[src/rtl/piso_pkg.sv]
// Shared constants and FSM state type for the AES-block-to-PISO feeder.
// Optional bit counter output is enabled with PISO_FEEDER_BITCNT_EN.
package piso_pkg;

  localparam int AES_DW_DEF     = 128;
  localparam int FIFO_DEPTH_DEF = 2;

  typedef enum logic {
    IDLE  = 1'b0,
    SHIFT = 1'b1
  } state_e;

  function automatic int cw(input int n);
    return (n > 1) ? $clog2(n) : 1;
  endfunction

endpackage

[src/rtl/piso_feeder_if.sv]
// Block-in / PISO-control bundle between the feeder and its neighbours.
// bits_sent_o exists only when PISO_FEEDER_BITCNT_EN is defined.
interface piso_feeder_if
  import piso_pkg::*;
#(
  parameter int W = AES_DW_DEF
);

  logic         blk_valid_i;
  logic [W-1:0] blk_data_i;
  logic         blk_ready_o;
  logic [W-1:0] piso_data_o;
  logic         piso_load_o;
  logic         piso_en_o;
  logic         sink_ready_i;
  logic         bit_valid_o;
  logic         blk_done_o;
  logic         busy_o;
`ifdef PISO_FEEDER_BITCNT_EN
  logic [31:0]  bits_sent_o;
`endif

  modport slave (
    input  blk_valid_i, blk_data_i, sink_ready_i,
    output blk_ready_o, piso_data_o, piso_load_o,
    output piso_en_o, bit_valid_o, blk_done_o, busy_o
`ifdef PISO_FEEDER_BITCNT_EN
    , output bits_sent_o
`endif
  );

  modport master (
    output blk_valid_i, blk_data_i, sink_ready_i,
    input  blk_ready_o, piso_data_o, piso_load_o,
    input  piso_en_o, bit_valid_o, blk_done_o, busy_o
`ifdef PISO_FEEDER_BITCNT_EN
    , input bits_sent_o
`endif
  );

endinterface

[src/rtl/piso_feeder_fifo.sv]
// Block FIFO: power-of-two depth, pointers wrap naturally.
// Push is refused when full even if a pop happens in the same cycle.
module piso_feeder_fifo
  import piso_pkg::*;
#(
  parameter int W     = AES_DW_DEF,
  parameter int DEPTH = FIFO_DEPTH_DEF
) (
  input  logic         clk,
  input  logic         rst_n,
  input  logic         push_i,
  input  logic [W-1:0] din_i,
  input  logic         pop_i,
  output logic [W-1:0] dout_o,
  output logic         full_o,
  output logic         empty_o
);

  localparam int AW = cw(DEPTH);

  logic [W-1:0]  mem_q [DEPTH];
  logic [AW-1:0] wr_q, wr_d;
  logic [AW-1:0] rd_q, rd_d;
  logic [AW:0]   cnt_q, cnt_d;
  logic          push_ok, pop_ok;

  assign full_o  = (cnt_q == (AW+1)'(DEPTH));
  assign empty_o = (cnt_q == '0);
  assign push_ok = push_i & ~full_o;
  assign pop_ok  = pop_i & ~empty_o;
  assign dout_o  = mem_q[rd_q];

  always_comb begin
    wr_d  = wr_q + AW'(push_ok);
    rd_d  = rd_q + AW'(pop_ok);
    cnt_d = cnt_q + (AW+1)'(push_ok)
                  - (AW+1)'(pop_ok);
  end

  always_ff @(posedge clk or negedge rst_n) begin
    if (!rst_n) begin
      wr_q  <= '0;
      rd_q  <= '0;
      cnt_q <= '0;
    end else begin
      wr_q  <= wr_d;
      rd_q  <= rd_d;
      cnt_q <= cnt_d;
    end
  end

  always_ff @(posedge clk) begin
    if (push_ok) mem_q[wr_q] <= din_i;
  end

endmodule

[src/rtl/piso_feeder.sv]
// Feeds buffered AES blocks into an external PISO, LSB first, one bit per sink handshake.
// Define PISO_FEEDER_BITCNT_EN to add the saturating bits_sent_o counter.
module piso_feeder
  import piso_pkg::*;
#(
  parameter int AES_DATA_WIDTH = AES_DW_DEF,
  parameter int FIFO_DEPTH     = FIFO_DEPTH_DEF
) (
  input  logic          clk,
  input  logic          rst,
  piso_feeder_if.slave  bus
);

  localparam int CW = cw(AES_DATA_WIDTH);
  localparam logic [CW-1:0] LAST = CW'(AES_DATA_WIDTH - 1);

  state_e  state_q, state_d;
  logic [CW-1:0] cnt_q, cnt_d;
  logic    full, empty;
  logic    load, en, vld, done;
  logic [AES_DATA_WIDTH-1:0] head;

  piso_feeder_fifo #(
    .W     (AES_DATA_WIDTH),
    .DEPTH (FIFO_DEPTH)
  ) u_fifo (
    .clk     (clk),
    .rst_n   (rst),
    .push_i  (bus.blk_valid_i),
    .din_i   (bus.blk_data_i),
    .pop_i   (load),
    .dout_o  (head),
    .full_o  (full),
    .empty_o (empty)
  );

  always_comb begin
    state_d = state_q;
    cnt_d   = cnt_q;
    load    = 1'b0;
    en      = 1'b0;
    vld     = 1'b0;
    done    = 1'b0;
    unique case (state_q)
      IDLE: begin
        if (!empty) begin
          load    = 1'b1;
          cnt_d   = '0;
          state_d = SHIFT;
        end
      end
      SHIFT: begin
        vld = 1'b1;
        if (bus.sink_ready_i) begin
          if (cnt_q != LAST) begin
            en    = 1'b1;
            cnt_d = cnt_q + CW'(1);
          end else begin
            done = 1'b1;
            // reload on the last bit keeps the stream bubble-free
            if (!empty) begin
              load  = 1'b1;
              cnt_d = '0;
            end else begin
              state_d = IDLE;
            end
          end
        end
      end
      default: state_d = IDLE;
    endcase
  end

  always_ff @(posedge clk or negedge rst) begin
    if (!rst) begin
      state_q <= IDLE;
      cnt_q   <= '0;
    end else begin
      state_q <= state_d;
      cnt_q   <= cnt_d;
    end
  end

  assign bus.blk_ready_o = ~full;
  assign bus.piso_data_o = head;
  assign bus.piso_load_o = load;
  assign bus.piso_en_o   = en;
  assign bus.bit_valid_o = vld;
  assign bus.blk_done_o  = done;
  assign bus.busy_o      = ~empty | (state_q != IDLE);

`ifdef PISO_FEEDER_BITCNT_EN
  logic [31:0] bits_q;

  always_ff @(posedge clk or negedge rst) begin
    if (!rst) begin
      bits_q <= '0;
    end else if (vld && bus.sink_ready_i && !(&bits_q)) begin
      bits_q <= bits_q + 32'd1;
    end
  end

  assign bus.bits_sent_o = bits_q;
`endif

endmodule

[src/flat_wrapper.sv]
// flat-port wrapper written by rule: the top's interface ports become plain ports
module piso_feeder_flat import piso_pkg::*;
#(
  parameter int AES_DATA_WIDTH = AES_DW_DEF,
  parameter int FIFO_DEPTH     = FIFO_DEPTH_DEF
)
  (clk, rst, bus_blk_valid_i, bus_blk_data_i, bus_sink_ready_i, bus_blk_ready_o, bus_piso_data_o, bus_piso_load_o, bus_piso_en_o, bus_bit_valid_o, bus_blk_done_o, bus_busy_o);
  piso_feeder_if #(.W((128))) bus_i ();
  input  logic clk;
  input  logic rst;
  input wire logic [$bits(bus_i.blk_valid_i)-1:0] bus_blk_valid_i;
  input wire logic [$bits(bus_i.blk_data_i)-1:0] bus_blk_data_i;
  input wire logic [$bits(bus_i.sink_ready_i)-1:0] bus_sink_ready_i;
  output wire logic [$bits(bus_i.blk_ready_o)-1:0] bus_blk_ready_o;
  output wire logic [$bits(bus_i.piso_data_o)-1:0] bus_piso_data_o;
  output wire logic [$bits(bus_i.piso_load_o)-1:0] bus_piso_load_o;
  output wire logic [$bits(bus_i.piso_en_o)-1:0] bus_piso_en_o;
  output wire logic [$bits(bus_i.bit_valid_o)-1:0] bus_bit_valid_o;
  output wire logic [$bits(bus_i.blk_done_o)-1:0] bus_blk_done_o;
  output wire logic [$bits(bus_i.busy_o)-1:0] bus_busy_o;
  assign bus_i.blk_valid_i = bus_blk_valid_i;
  assign bus_i.blk_data_i = bus_blk_data_i;
  assign bus_i.sink_ready_i = bus_sink_ready_i;
  assign bus_blk_ready_o = bus_i.blk_ready_o;
  assign bus_piso_data_o = bus_i.piso_data_o;
  assign bus_piso_load_o = bus_i.piso_load_o;
  assign bus_piso_en_o = bus_i.piso_en_o;
  assign bus_bit_valid_o = bus_i.bit_valid_o;
  assign bus_blk_done_o = bus_i.blk_done_o;
  assign bus_busy_o = bus_i.busy_o;
  piso_feeder #(.AES_DATA_WIDTH(AES_DATA_WIDTH), .FIFO_DEPTH(FIFO_DEPTH)) u_core (.clk(clk), .rst(rst), .bus(bus_i));
endmodule
[config.mk]
export PLATFORM = sky130hd
export DESIGN_NAME = piso_feeder_flat
export DESIGN_NICKNAME = d
export VERILOG_FILES = /design/src/rtl/piso_pkg.sv /design/src/rtl/piso_feeder_if.sv /design/src/rtl/piso_feeder_fifo.sv /design/src/rtl/piso_feeder.sv /design/src/flat_wrapper.sv
export SDC_FILE = /design/constraint.sdc
export NUM_CORES = 1
export LEC_CHECK = 0
export CORE_ASPECT_RATIO = 0.8
export CORE_MARGIN = 2
export CORE_UTILIZATION = 35
export CTS_BUF_LIST = sky130_fd_sc_hd__clkbuf_4
export CTS_CLUSTER_DIAMETER = 40
export DETAILED_ROUTE_END_ITERATION = 12
export SYNTH_ARGS = -nofsm -noshare
export SYNTH_HDL_FRONTEND = slang
export SYNTH_SLANG_ARGS = --single-unit
[constraint.sdc]
create_clock -name clk -period 5.79 [get_ports clk]
set_input_delay 1.158 -clock clk [delete_from_list [all_inputs] [get_ports clk]]
set_output_delay 1.158 -clock clk [all_outputs]
set_load 0.02 [all_outputs]
# ---- Word-level counts from Yosys, hierarchy flattened
# Memories as Yosys holds them, arrays and structs flattened.
# Index checks and enable logic that the tools add are counted.
dict set report op_classes {
  addsub 5
  eq_ne 3
  mux 20
  n_bitwise 6
  n_reduce_logical 1
}
# op n
set op_table {}
lappend op_table {{$mux W7} 3}
lappend op_table {{$mux W1} 14}
lappend op_table {{$pmux W7 S2} 1}
lappend op_table {{$add A7 B1 Y7 const B} 1}
lappend op_table {{$ne A7 B7 Y1 const B} 1}
lappend op_table {{$pmux W1 S2} 2}
lappend op_table {{$not A1 Y1} 3}
lappend op_table {{$add A1 B1 Y1} 2}
lappend op_table {{$add A2 B1 Y2} 1}
lappend op_table {{$and A1 B1 Y1} 2}
lappend op_table {{$eq A2 B2 Y1 const B} 1}
lappend op_table {{$logic_not A2 Y1} 1}
lappend op_table {{$ne A2 B2 Y1 const B} 1}
lappend op_table {{$sub A2 B1 Y2} 1}
lappend op_table {{$or A1 B1 Y1} 1}
dict set report word_totals {
  regBits 12
  ramBits 256
  out_inout_bits 134
  wordCells 41
  memories 1
}
# memory depth word_bits rd rd_ports_with_merged_regs wr line_no
set mem_list {}
lappend mem_list {u_core.u_fifo.mem_q 2 128 1 0 1 piso_feeder_fifo.sv:21} ;# logic [W-1:0] mem_q [DEPTH];

# ---- Logic depth before layout (Yosys ltp)
dict set report depth {
  word_depth 7
  mapped_depth 9
  ltp_nobuf 9
}

# ---- Hierarchy
# From an unflattened synthesis, not the netlist that was laid out.
dict set report hier_totals {
  cells_unflattened 476
  area_unflattened_um2 10035.9
}
# mod instances cells_each area_each_um2 seq_area_each_um2
set modules_own_cells {}
lappend modules_own_cells {piso_feeder_fifo 1 418 9499.1 7787.5}
lappend modules_own_cells {piso_feeder 1 58 536.8 200.2}

# ---- Worst setup path before layout
# OpenSTA, ideal clock, no wires.
dict set report synth_path {
  path_type {in2reg}
  startpoint {input bus_blk_valid_i}
  endpoint {memory u_core.u_fifo.mem_q[1][0] (netlist name) (enable)}
  t_arrival_ns 4.290
  required_ns 5.287
  path_slack_ns 0.997
  path_stages 3
  path_buffers 0
  cell_sequence {nand2_1 > inv_1 > ha_1}
}
dict set report synth_via {
  elab_chain_len 3
}
# element line_no
set synth_rtl {}
lappend synth_rtl {{from (decl)} flat_wrapper.sv:11} ;# input wire logic [$bits(bus_i.blk_valid_i)-1:0] bus_blk_valid_i;
lappend synth_rtl {{$and A1 B1 Y1} piso_feeder_fifo.sv:29} ;# assign push_ok = push_i & ~full_o;
lappend synth_rtl {{$mux W1} piso_feeder_fifo.sv:53} ;# if (push_ok) mem_q[wr_q] <= din_i;
lappend synth_rtl {{$mux W1 (implied by the code)} piso_feeder_fifo.sv:53}
lappend synth_rtl {{to (decl)} piso_feeder_fifo.sv:21}
# Every way passes these cells.

# ---- Worst setup path after layout
dict set report layout_path {
  startpoint {register u_core.u_fifo.rd_q}
  endpoint {output bus_piso_data_o[123]}
}
dict set report layout_via {
  elab_chain_len 1
}
# element line_no
set layout_rtl {}
lappend layout_rtl {{from (decl)} piso_feeder_fifo.sv:23} ;# logic [AW-1:0] rd_q, rd_d;
lappend layout_rtl {{from (signal assigned)} piso_feeder_fifo.sv:47} ;# rd_q <= rd_d;
lappend layout_rtl {{$mem_v2 Z2 W128} -}
lappend layout_rtl {{to (decl)} flat_wrapper.sv:15} ;# output wire logic [$bits(bus_i.piso_data_o)-1:0] bus_piso_data_o;
# Every way passes these cells.

==> impl_metrics.env <==
export IMPL_status="complete, no violations"
export IMPL_cts_max_level=3
export IMPL_crit_chain="buf_12 > mux2_2 > clkdlybuf4s50_1"
export IMPL_synth_fa_ha_area_share_pct=0.630
export IMPL_via_per_inst=4.52
export IMPL_finalSetupViolCount=0
export IMPL_rsz0062_at_grt="false"
export IMPL_slew_violations=0
export IMPL_crit_slowest_cell="dfrtp_4"
export IMPL_clkLatencyLatePin_ns=0.65
export IMPL_antenna_found_initial=1
export IMPL_grt_pass1_wl_mm=32.0
export IMPL_io_buffers=265
export IMPL_hold_class="register to register"
export IMPL_cts_buffer_depth=3
export IMPL_hold_violations=0
export IMPL_synth_flop_cell="edfxtp_1"
export IMPL_fin_skew_ns=0.0263
export IMPL_timing_hold_ws_ns=0.549
export IMPL_clock_sinks=268
export IMPL_p_leak_nw=4.83
export IMPL_slowest_delay_ns=0.97
export IMPL_core_area_mm2=0.0281
export IMPL_grt_max_degree=72
export IMPL_placementRows=55
export IMPL_tightest_slew_ns=1.10
export IMPL_required_ns=4.63
export IMPL_track_usage_pct=14.1
export IMPL_endpoint_kind="output pin"
export IMPL_routed_wl_mm=21.1
export IMPL_postSynthAreaPerCell_um2=21.0
export IMPL_dp_cells=1093
export IMPL_ir_drop_mv=0.210
export IMPL_grt_pass1_vias=5983
export IMPL_synth_yosys_seq_area_share_pct=80.5
export IMPL_fp_dieW_um=192
export IMPL_min_delay_start="u_core.u_fifo.cnt_q[1]$_DFF_PN0_"
export IMPL_start_util_pct=35.3
export IMPL_muxShareOfSynthArea_pct=14.6
export IMPL_drive_above_1_share_pct=29.0
export IMPL_hold_depth=1
export IMPL_synth_edf_count=256
export IMPL_synth_top_family_by_area="multiplexers"
export IMPL_critPathLaunchType="register"
export IMPL_synthesis_nets=609
export IMPL_fill_cells=2335
export IMPL_wl_per_cell_um=17.5
export IMPL_synth_compound_area_share_pct=1.41
export IMPL_cap_violations=0
export IMPL_dp_hpwl_mm=13.7
export IMPL_cts_tree="built"
export IMPL_gr_total_overflow=0
export IMPL_critPathTopFamily="flip-flops"
export IMPL_syn_to_final_growth_pct=40.1
export IMPL_synth_largest_area_cell="edfxtp_1"
export IMPL_cp_num_buf_inv=2
export IMPL_synth_most_common_cell="edfxtp_1"
export IMPL_post_route_min_period_ns=4.32
export IMPL_yosys_warnings=0
export IMPL_ys_types=33
export IMPL_synth_common_cells="256 x edfxtp_1, 128 x mux2_2, 14 x buf_2, 12 x dfrtp_1"
export IMPL_worstHoldEndpoint="u_core.u_fifo.cnt_q[1]$_DFF_PN0_"
export IMPL_drt_first_pass_iters=4
export IMPL_syn_inst=472
export IMPL_timing_reg2reg_setup_slack_ns=3.27
export IMPL_synthXorXnorAreaFrac_pct=0.353
export IMPL_vias=5459
export IMPL_post_cts_setup_buffers=0
export IMPL_die_h_um=155
export IMPL_fin_tns_setup_ns=0
export IMPL_first_iter_violations=241
export IMPL_p_per_area_mw_per_mm2=442
export IMPL_synthSimpleGateAreaFrac_pct=1.41
export IMPL_cts_resized_gates=0
export IMPL_crit_arrival_ns=3.17
export IMPL_crit_type="register to output pin"
export IMPL_numCtsBuffers=68
export IMPL_ant_nets=0
export IMPL_cts_hold_buf=0
export IMPL_stdcell_count=1209
export IMPL_syn_area_mm2=0.00992
export IMPL_async_flop_share_pct=4.48
export IMPL_globalplace_congestion=0.753
export IMPL_period_share_pct=74.7
export IMPL_reg2reg_depth=5
export IMPL_r2r_start="u_core.u_fifo.cnt_q[0]$_DFF_PN0_"
export IMPL_drc=0
export IMPL_relSlewSlack_pct=26.6
export IMPL_synth_area_top_cells="edfxtp_1 77%, mux2_2 15%, dfrtp_1 3.0%"
export IMPL_fmax_mhz=231
export IMPL_die_area_mm2=0.0297
export IMPL_clkTransAtPathRegs_ns=0.06
export IMPL_r2r_end="u_core.u_fifo.mem_q[1][3]$_DFFE_PP_"
export IMPL_worstPathMaxFanout=66
export IMPL_ys_ff_latch=268
export IMPL_io_pins=266
export IMPL_root_buffer="clkbuf_4"
export IMPL_synth_top_cell_area_share_pct=77.5
export IMPL_final_nets=930
-- cells by family (layout without fill, tap and decap cells) --
kind of cell / after synthesis / after routing
adders and majority gates: 5 / 5
muxes: 129 / 129
xor gates and xnor gates: 4 / 4
AOI/OAI and AO/OA: 19 / 19
and+or+nand+nor: 24 / 24
other: 0 / 1
buffers and inverters: 23 / 389
DFF: 268 / 268
-- area by class of cell --
class,count,area [um2],area share (%)
sequential,268,7990,57.5
timing repair buffer,268,2710,19.5
multi-input combinational,181,1850,13.3
clock buffer,100,751,5.40
tap,370,463,3.33
clock inverter,15,109,0.783
inverter,6,22.5,0.162
antenna,1,2.50,0.0180
-- sequential cells by signal, indices dropped and copies added (netlist names) --
signal / flops
u_core.state_q: 1
u_core.u_fifo.mem_q: 256
u_core.u_fifo.cnt_q: 2
u_core.u_fifo.wr_q: 1
u_core.cnt_q: 7
u_core.u_fifo.rd_q: 1
-- placed cells by master, fill, tap and decap left out, types with 3 or more instances in the layout --
master           synthesis  layout
buf_12                   0       3
o211ai_1                 3       3
ha_1                     5       3
clkbuf_4                 0     100
clkdlybuf4s50_1          0     265
nand3_1                  3       3
inv_1                    6       6
nor2_1                   4       4
clkinv_1                 0      10
o21ai_0                  5       5
nand2_1                  6       6
inv_2                    0       3
dfrtp_1                 12      11
edfxtp_1               256     256
mux2_2                 128     128
a22o_1                   3       3
xnor2_1                  3       3
-- through the flow --
stage / setup slack [ns] / area [um2] / utilization (%) / power [mW]
floorplan: 0.997 / 9920 / - / 3.80
finish: 1.47 / 13900 / 49.5 / 6.15
CTS: 1.38 / 13900 / 49.5 / 6.26
detailed placement: 1.65 / 13000 / 46.5 / 4.63
global route: 1.26 / 13900 / 49.5 / 6.48
global placement: 1.67 / 13000 / 46.5 / 4.56
-- worst reg2reg max path: cells and delay by family, from the launching register on --
kind	cells	cell delay, ns
flip-flops	1	0.41
adder cells (fa/ha/maj)	1	0.85
buffers and inverters	2	0.55
AND/OR/NAND/NOR	2	0.28
-- layer usage --
layer  global-route usage (%)  up-vias  share of wire (%)
li1                         -     2554                  -
met1                     16.5     2645                 41
met2                     22.4      215                 47
met3                     6.72       45                9.9
met4                     5.56        0                2.0
met5                        0        -                  0
-- where the power goes --
group | switching [mW] | internal, mW | total (mW) | leakage, nW
clock | 0.715 | 0.876 | 1.59 | 0.517
combinational | 0.917 | 0.835 | 1.75 | 1.80
sequential | 0.160 | 2.65 | 2.81 | 2.51
-- worst max path at each step --
stage / depth (start not counted) / slack [ns] / startpoint / end
final: 3 / 1.47 / u_core.u_fifo.rd_q$_DFF_PN0_ / bus_piso_data_o[123]
after global routing: 3 / 1.26 / u_core.u_fifo.rd_q$_DFF_PN0_ / bus_piso_data_o[123]
after floorplan: 3 / 1.0 / bus_blk_valid_i / u_core.u_fifo.mem_q[1][0]$_DFFE_PP_
after CTS: 3 / 1.38 / u_core.u_fifo.rd_q$_DFF_PN0_ / bus_piso_data_o[123]
after detailed placement: 5 / 1.65 / bus_sink_ready_i / bus_piso_load_o
after global placement: 5 / 1.67 / bus_sink_ready_i / bus_piso_load_o
Power figures use the tool's default switching activity.
